File: config.mk
export PLATFORM = sky130hd
export DESIGN_NAME = shift_rows_serial
export DESIGN_NICKNAME = d
export VERILOG_FILES = /design/src/rtl/shift_rows_serial.sv
export SDC_FILE = /design/constraint.sdc
export NUM_CORES = 1
export LEC_CHECK = 0
export ABC_CLOCK_PERIOD_IN_PS = 2660
export BUFFER_PORTS_ARGS = -buffer_cell sky130_fd_sc_hd__buf_2
export CAP_MARGIN = 10
export CORE_MARGIN = 10
export CORE_UTILIZATION = 45
export CTS_BUF_LIST = sky130_fd_sc_hd__clkbuf_8
export DETAILED_ROUTE_END_ITERATION = 10
export GPL_ROUTABILITY_DRIVEN = 0
export SYNTH_ARGS = -nofsm -noshare
export SYNTH_HDL_FRONTEND = slang
export SYNTH_SLANG_ARGS = --single-unit
File: constraint.sdc
create_clock -name clk -period 2.66 [get_ports clk]
set_input_delay 0.133 -clock clk [delete_from_list [all_inputs] [get_ports clk]]
set_output_delay 0.133 -clock clk [all_outputs]
set_load 0.05 [all_outputs]
File: src/rtl/shift_rows_serial.sv
// shift_rows_serial: byte-serial AES ShiftRows using two ping-pong 16-byte buffers.
// Define SHIFT_ROWS_INV_EN to add the inv port, which selects InvShiftRows per block.
module shift_rows_serial (
    input  logic       clk,
    input  logic       rst_n,
`ifdef SHIFT_ROWS_INV_EN
    input  logic       inv,
`endif
    input  logic       in_valid,
    output logic       in_ready,
    input  logic [7:0] in_data,
    output logic       out_valid,
    input  logic       out_ready,
    output logic [7:0] out_data,
    output logic       out_last
);

    logic [7:0] buf_mem [2][16];
    logic [1:0] full;
    logic       wsel;
    logic       rsel;
    logic [3:0] wcnt;
    logic [3:0] rcnt;
    logic       mode_rd;
    logic       in_fire;
    logic       out_fire;

    // Output byte j = 4c+r reads buffer byte 4*col+r; col = c+r (fwd) or c-r (inv), mod 4.
    function automatic logic [3:0] src_idx(input logic [3:0] j, input logic inverse);
        logic [1:0] r;
        logic [1:0] c;
        logic [1:0] col;
        r   = j[1:0];
        c   = j[3:2];
        col = inverse ? (c - r) : (c + r);
        return {col, r};
    endfunction

    assign in_ready  = !full[wsel];
    assign out_valid = full[rsel];
    assign in_fire   = in_valid && in_ready;
    assign out_fire  = out_valid && out_ready;
    assign out_data  = buf_mem[rsel][src_idx(rcnt, mode_rd)];
    assign out_last  = out_valid && (rcnt == 4'hf);

    always_ff @(posedge clk) begin
        if (!rst_n) begin
            full <= 2'b00;
            wsel <= 1'b0;
            rsel <= 1'b0;
            wcnt <= 4'h0;
            rcnt <= 4'h0;
            for (int b = 0; b < 2; b++) begin
                for (int i = 0; i < 16; i++) begin
                    buf_mem[b][i] <= 8'h00;
                end
            end
        end else begin
            // The full flags keep the write and read buffers distinct in any cycle.
            if (in_fire) begin
                buf_mem[wsel][wcnt] <= in_data;
                wcnt                <= wcnt + 4'd1;
                if (wcnt == 4'hf) begin
                    full[wsel] <= 1'b1;
                    wsel       <= ~wsel;
                end
            end
            if (out_fire) begin
                rcnt <= rcnt + 4'd1;
                if (rcnt == 4'hf) begin
                    full[rsel] <= 1'b0;
                    rsel       <= ~rsel;
                end
            end
        end
    end

`ifdef SHIFT_ROWS_INV_EN
    logic [1:0] mode;

    // Mapping mode is latched with byte 0 so later inv changes cannot affect the block.
    always_ff @(posedge clk) begin
        if (!rst_n) begin
            mode <= 2'b00;
        end else if (in_fire && (wcnt == 4'h0)) begin
            mode[wsel] <= inv;
        end
    end

    assign mode_rd = mode[rsel];
`else
    assign mode_rd = 1'b0;
`endif

endmodule

==> reports/results.txt, run 1 <==
leakage power - 4.73 nW
Max-cap violations - 0
largest net degree at the start of global routing - 34
Hold Path Origin - in_valid
first-pass GRT wire length - 48500 um
Tcrit/Tclk final - 102%
final core utilization - 54.6%
I/O Pins - 23
Net Count, Synth - 731
required time of the critical path - 2.53 ns
DR iter-0 viols - 857
Die Span X - 179 um
# clock sinks - 269
crit-path max cell delay - 0.51 ns
synthesized area per cell - 16.1 um^2
Crit-path slowest cell - mux4_2
Final Critical Period - 2.71 ns
internal power - 0.00671 W
TritonCTS clock tree - done
wirelength, routed - 32200 um
Finished Layout Cells - 1190
power per cell area - 636 nW/um^2
CP Cell Sequence - buf_12 > buf_6 > mux4_2 > and3_1 > a211oi_1 > a32oi_1 > buf_4
Die ar. - 32200 um^2
All-Layer GR Usage - 19.8%
switch share - 23.0%
status - finished, violations left
RSZ-0062 raised after global routing - true
share of cells above drive strength 1 - 31.3%
Port Buffers - 22
Antenna Cells - 0
# fillers - 2049
Worst Tran Pin Value - 0.869 ns
initial antenna violation count - 0
Setup crit end kind - output pin
Syn Std Cell Area - 11400 um^2
logic gate share of total power - 5.9%
Setup CP Type - flip-flop to output pin
Routed Antenna Nets - 0
Post-Syn Instances - 713
Synth top area share - 67.2%
CTS Buf Count - 44
drt wl/cell - 27.1 um
Synthesis Warnings - 0
fraction of synthesis flops using an asynchronous set or reset pin - 0%
Crit path arrival time - 2.58 ns
Placement Cell Area - 12400 um^2
Clock Skews - 0.0261 ns
Final Hold Viols - 0
clock share of power - 37.9%
dpl cells - 1094
most frequent cell after synthesis - edfxtp_1
Post-synth EDFFs - 256
std cell rows - 58
Initial Util - 45.6%
DRC viols - 0
Synth area leader - edfxtp_1
Critical R2R Launch - wsel
CP Launch Type - flip-flop
final setup margin - -0.0494 ns
CTS clk-pin slew, worst paths - 0.06 ns
switching pwr - 0.00201 W
synth cell count leaders - 256 x edfxtp_1, 143 x nor2_1, 65 x mux4_2
DR vias/cell - 5.95
# setup viols final - 3
Final Slew Violations - 0
via count - 7078
Layout area overhead - 19.7%
chip height - 179 um
Final HPWL DP - 20300 um
post-synthesis cell type count - 44
CP Max Fanout - 8
Core Box Area - 25100 um^2
DRT Pass-1 Iters - 5
setup TNS - -0.0969 ns
Worst IR Drop VDD - 0.000343 V
post-route cell area - 13700 um^2
sequential area share after synthesis - 69.4%
fmax - 369 MHz
Worst-Skew Late Latency - 0.56 ns
Seq pwr share - 56.2%
Most used DFF post-synth - edfxtp_1
Synth area leaders - edfxtp_1 67%, mux4_2 13%, nor2_1 4.7%
CTS H-tree depth - 2
CTS Root Cell - clkbuf_8
worst hold path type - primary input to flip-flop
nets@finish - 849
CTS Buffer Depth - 3
Synth Register Bits - 269
vias in the first global route - 7326
failing checks - setup timing
Relative slew margins - 42.0%
GRT Residual Overflow - 0
## sequential cells by signal (all words and copies together), names as in the netlist, named ones only
| name | cells |
|---|---|
| buf_mem | 256 |
| full | 2 |
| rcnt | 4 |
| rsel | 1 |
| wcnt | 4 |
| wsel | 1 |
## logic make-up after synthesis
family / Yosys count / share of synthesized area (%)
adder cells (fa/ha/maj): 6 / 0.656
AND/OR/NAND/NOR: 228 / 8.90
buffers and inverters: 53 / 2.04
AO/OA/AOI/OAI: 62 / 3.45
multiplexers: 85 / 14.7
XOR/XNOR: 10 / 0.831
flip-flops: 269 / 69.4
## power by group through the flow
stage	logic [W]	clock network, W	registers, W
final	0.000514	0.00330	0.00490
after detailed placement	0.000479	0	0.00499
after floorplan	0.000256	0	0.00496
after global routing	0.000542	0.00355	0.00492
after CTS	0.000503	0.00336	0.00491
after global placement	0.000469	0	0.00498
## cell usage in the layout (no fill, tap or decap), types with 10 or more instances in the layout
cell / netlist / routed
edfxtp_1: 256 / 256
nor2_1: 143 / 143
buf_4: 6 / 75
mux4_2: 65 / 65
clkbuf_8: 0 / 46
nand3_1: 28 / 28
o21ai_0: 26 / 26
inv_1: 8 / 19
nand2_1: 14 / 14
buf_2: 10 / 14
and2_1: 19 / 13
clkinv_1: 0 / 10
dlygate4sd3_1: 0 / 10
## path summary, 6_finish.rpt
| path | endpoint | slack, ns | cells past startpoint |
|---|---|---|---|
| setup / recovery | out_data[7] | -0.05 | 7 |
| hold / removal | wcnt[1] | 0.04 | 4 |
| setup reg to reg | buf_mem[0][16] | 0.27 | 6 |
| hold reg to reg | full[1] | 0.53 | 1 |
## worst max-delay path, delay by kind of cell (launching register included)
family	cells	cell delay, ns
compound gates	2	0.40
buf+inv	3	0.53
flops	1	0.39
mux	1	0.51
simple gates	1	0.20
## cell type report
type                       instances  area [um^2]  area share [%]
sequential                       269         7960            58.1
inverter                           8         30.0           0.219
clock buffer                      46          633            4.62
clock inverter                    29          148            1.08
timing repair buffer             116         1050            7.67
multi-input combinational        392         3470            25.3
tap                              330          413            3.01
## routing by layer
metal  vias to the layer above  routed length, um  GRT usage [%]
li1                       2993                  -              -
met5                         -                  0              0
met1                      3636              13400           27.7
met4                         0                779           6.48
met3                        55               2800           4.12
met2                       394              15300           30.3
## per-stage QoR
step	hold WS [ns]	power [W]	setup WS, ns
3_3_place_gp	0.421	0.00545	0.0479
2_1_floorplan	0.246	0.00522	0.00443
3_5_place_dp	0.438	0.00547	0.0367
4_1_cts	0.0100	0.00876	-0.0800
6_report	0.0378	0.00872	-0.0494
5_1_grt	0.110	0.00901	-0.116
## what timing repair did
item	in CTS	in global routing
gates cloned	3	0
hold buffers	10	0
buffers inserted	7	1
setup endpoints to repair	8	96
gates resized for setup	35	19
hold endpoints to repair	22	0
pin swaps	2	2
No activity file was read; power rests on OpenSTA's default activity.
==> inputs of run 2 (changes only) <==
- ABC_AREA: not set -> 1
- BUFFER_PORTS_ARGS: -buffer_cell sky130_fd_sc_hd__buf_2 -> -buffer_cell sky130_fd_sc_hd__clkbuf_2
- CAP_MARGIN: 10 -> not set
==> reports/results.txt, run 2 <==
status - completed
DR iter-0 viols - 1061
vias in the first global route - 8694
final setup margin - 0.0879 ns
leakage power - 5.36 nW
Final Critical Period - 2.57 ns
nets@finish - 1259
Die Span X - 186 um
Final HPWL DP - 23000 um
Initial Util - 45.8%
std cell rows - 60
share of cells above drive strength 1 - 18.4%
CP Max Fanout - 7
fraction of synthesis flops using an asynchronous set or reset pin - 0%
wirelength, routed - 35500 um
Die ar. - 34400 um^2
Largest Register - buf_mem
CTS Buffer Depth - 3
top flop regs - buf_mem (256), rcnt (4), wcnt (4)
Setup crit end kind - output pin
Synth area leader - edfxtp_1
synth cell count leaders - 320 x nor2_1, 256 x edfxtp_1, 142 x o21ai_0
RSZ-0062 raised after global routing - true
Final Hold Viols - 0
max reg flops - 256
most frequent cell after synthesis - nor2_1
CP Launch Type - flip-flop
power per cell area - 641 nW/um^2
Port Buffers - 22
Synth top area share - 62.3%
Clock Skews - 0.0230 ns
DRC viols - 0
CTS Root Cell - clkbuf_8
required time of the critical path - 2.53 ns
largest net degree at the start of global routing - 74
DP Worst Slack - 0.00385 ns
via count - 9131
Post-Syn Instances - 1174
CTS clk-pin slew, worst paths - 0.06 ns
I/O Pins - 23
Max-cap violations - 0
hold slack final - 0.0284 ns
worst hold path type - primary input to flip-flop
Synth area leaders - edfxtp_1 62%, nor2_1 9.7%, o21ai_0 5.8%
Layout area overhead - 14.9%
first-pass GRT wire length - 52800 um
GRT Residual Overflow - 0
Worst IR Drop VDD - 0.000361 V
Relative slew margins - 48.7%
Net Count, Synth - 1192
Worst Tran Pin Value - 0.763 ns
most frequent cells in the layout - 314 x nor2_1, 256 x edfxtp_1, 138 x o21ai_0, 110 x nand2_1, 57 x inv_1
Antenna Cells - 0
Worst-Skew Late Latency - 0.56 ns
Post-synth EDFFs - 256
Synth Register Bits - 269
post-synthesis cell type count - 37
CTS Buf Count - 45
DRT Pass-1 Iters - 5
# clock sinks - 269
Most used DFF post-synth - edfxtp_1
Tcrit/Tclk final - 96.7%
sequential area share after synthesis - 64.4%
# setup viols final - 0
drt wl/cell - 22.0 um
All-Layer GR Usage - 20.3%
Core Box Area - 27000 um^2
Crit path arrival time - 2.44 ns
synthesized area per cell - 10.5 um^2
fmax - 389 MHz
DR vias/cell - 5.66
chip height - 186 um
CTS H-tree depth - 2
Routed Antenna Nets - 0
leading cell type in the layout, fill and taps excluded - nor2_1
initial antenna violation count - 0
Final Slew Violations - 0
TritonCTS clock tree - done
Synthesis Warnings - 0
Setup CP Type - flip-flop to output pin
Syn Std Cell Area - 12300 um^2
## run 2: cell count changes after synthesis, sizes merged, moves of 11 or more
cell,delta
nor2,+218
nand2,+114
o21ai,+111
mux4,-65
o211ai,+42
inv,+31
clkbuf,+30
and2,-19
nand3,+19
mux2,-13
a21oi,+11
## run 2: repair_timing
item / 4_1_cts / 5_1_grt
endpoints found under the hold margin: 5 / 0
hold buffers: 1 / 0
setup endpoints to repair: 14 / 276
pin swaps: 1 / 2
resized for setup: 4 / 48
buffers inserted: 3 / 2
gates cloned: 0 / 2
## run 2: critical path, cell delays in order (launching register included)
cell	delay, ns
dfxtp_4	0.44
ha_1	0.19
xor2_1	0.25
nor2_1	0.07
nor2_1	0.29
buf_4	0.22
nand2_1	0.06
nand2_1	0.12
clkbuf_4	0.26
## run 2: area by class of cell
class                      count  area, um^2
sequential                   269        7960
timing repair buffer          92         871
clock inverter                31         148
inverter                      49         195
tap                          341         427
fill                        2370       12800
multi-input combinational    784        3940
clock buffer                  46         633
## run 2: worst paths after layout
| kind | to | slack [ns] | start | depth (start not counted) |
|---|---|---|---|---|
| worst max-delay path | out_data[0] | 0.09 | rcnt[0] | 8 |
| worst min-delay path | buf_mem[1][92] | 0.03 | in_data[4] | 3 |
| worst max register to register | buf_mem[1][100] | 0.13 | wcnt[1] | 12 |
| worst min register to register | full[1] | 0.49 | full[1] | 2 |
## run 2: cell families (layout without fill, tap and decap cells)
logic type                 after synthesis  in the layout  synth area share, %
and+or+nand+nor                        552            552                 20.2
DFF                                    269            269                 64.4
AOI/OAI and AO/OA                      225            225                 10.5
buffers and inverters                  121            218                 4.14
adders and majority gates                6              6                0.609
xor gates and xnor gates                 1              1               0.0710
## run 2: routing by layer
layer	global-route usage [%]	part of all wire [%]
met5	0	0
met4	5.97	2.2
met3	3.33	8.1
met2	31.0	46
met1	29.2	44
## run 2: power breakdown
group	switching (W)	leakage, nW	internal [W]
Sequential	0.0000812	2.73	0.00502
Clock	0.00162	0.478	0.00169
Combinational	0.000520	2.16	0.000164
## run 2: per-stage QoR
step,std cells,power [W],instance area [um^2],util [%],TNS [ns]
4_1_cts,1608,0.00907,14000,52.0,0
6_report,1612,0.00909,14200,52.6,0
2_1_floorplan,1174,0.00554,12300,-,0
5_1_grt,1612,0.00938,14200,52.6,-0.0645
3_5_place_dp,1527,0.00584,13200,48.9,0
3_3_place_gp,1527,0.00583,13200,48.9,0
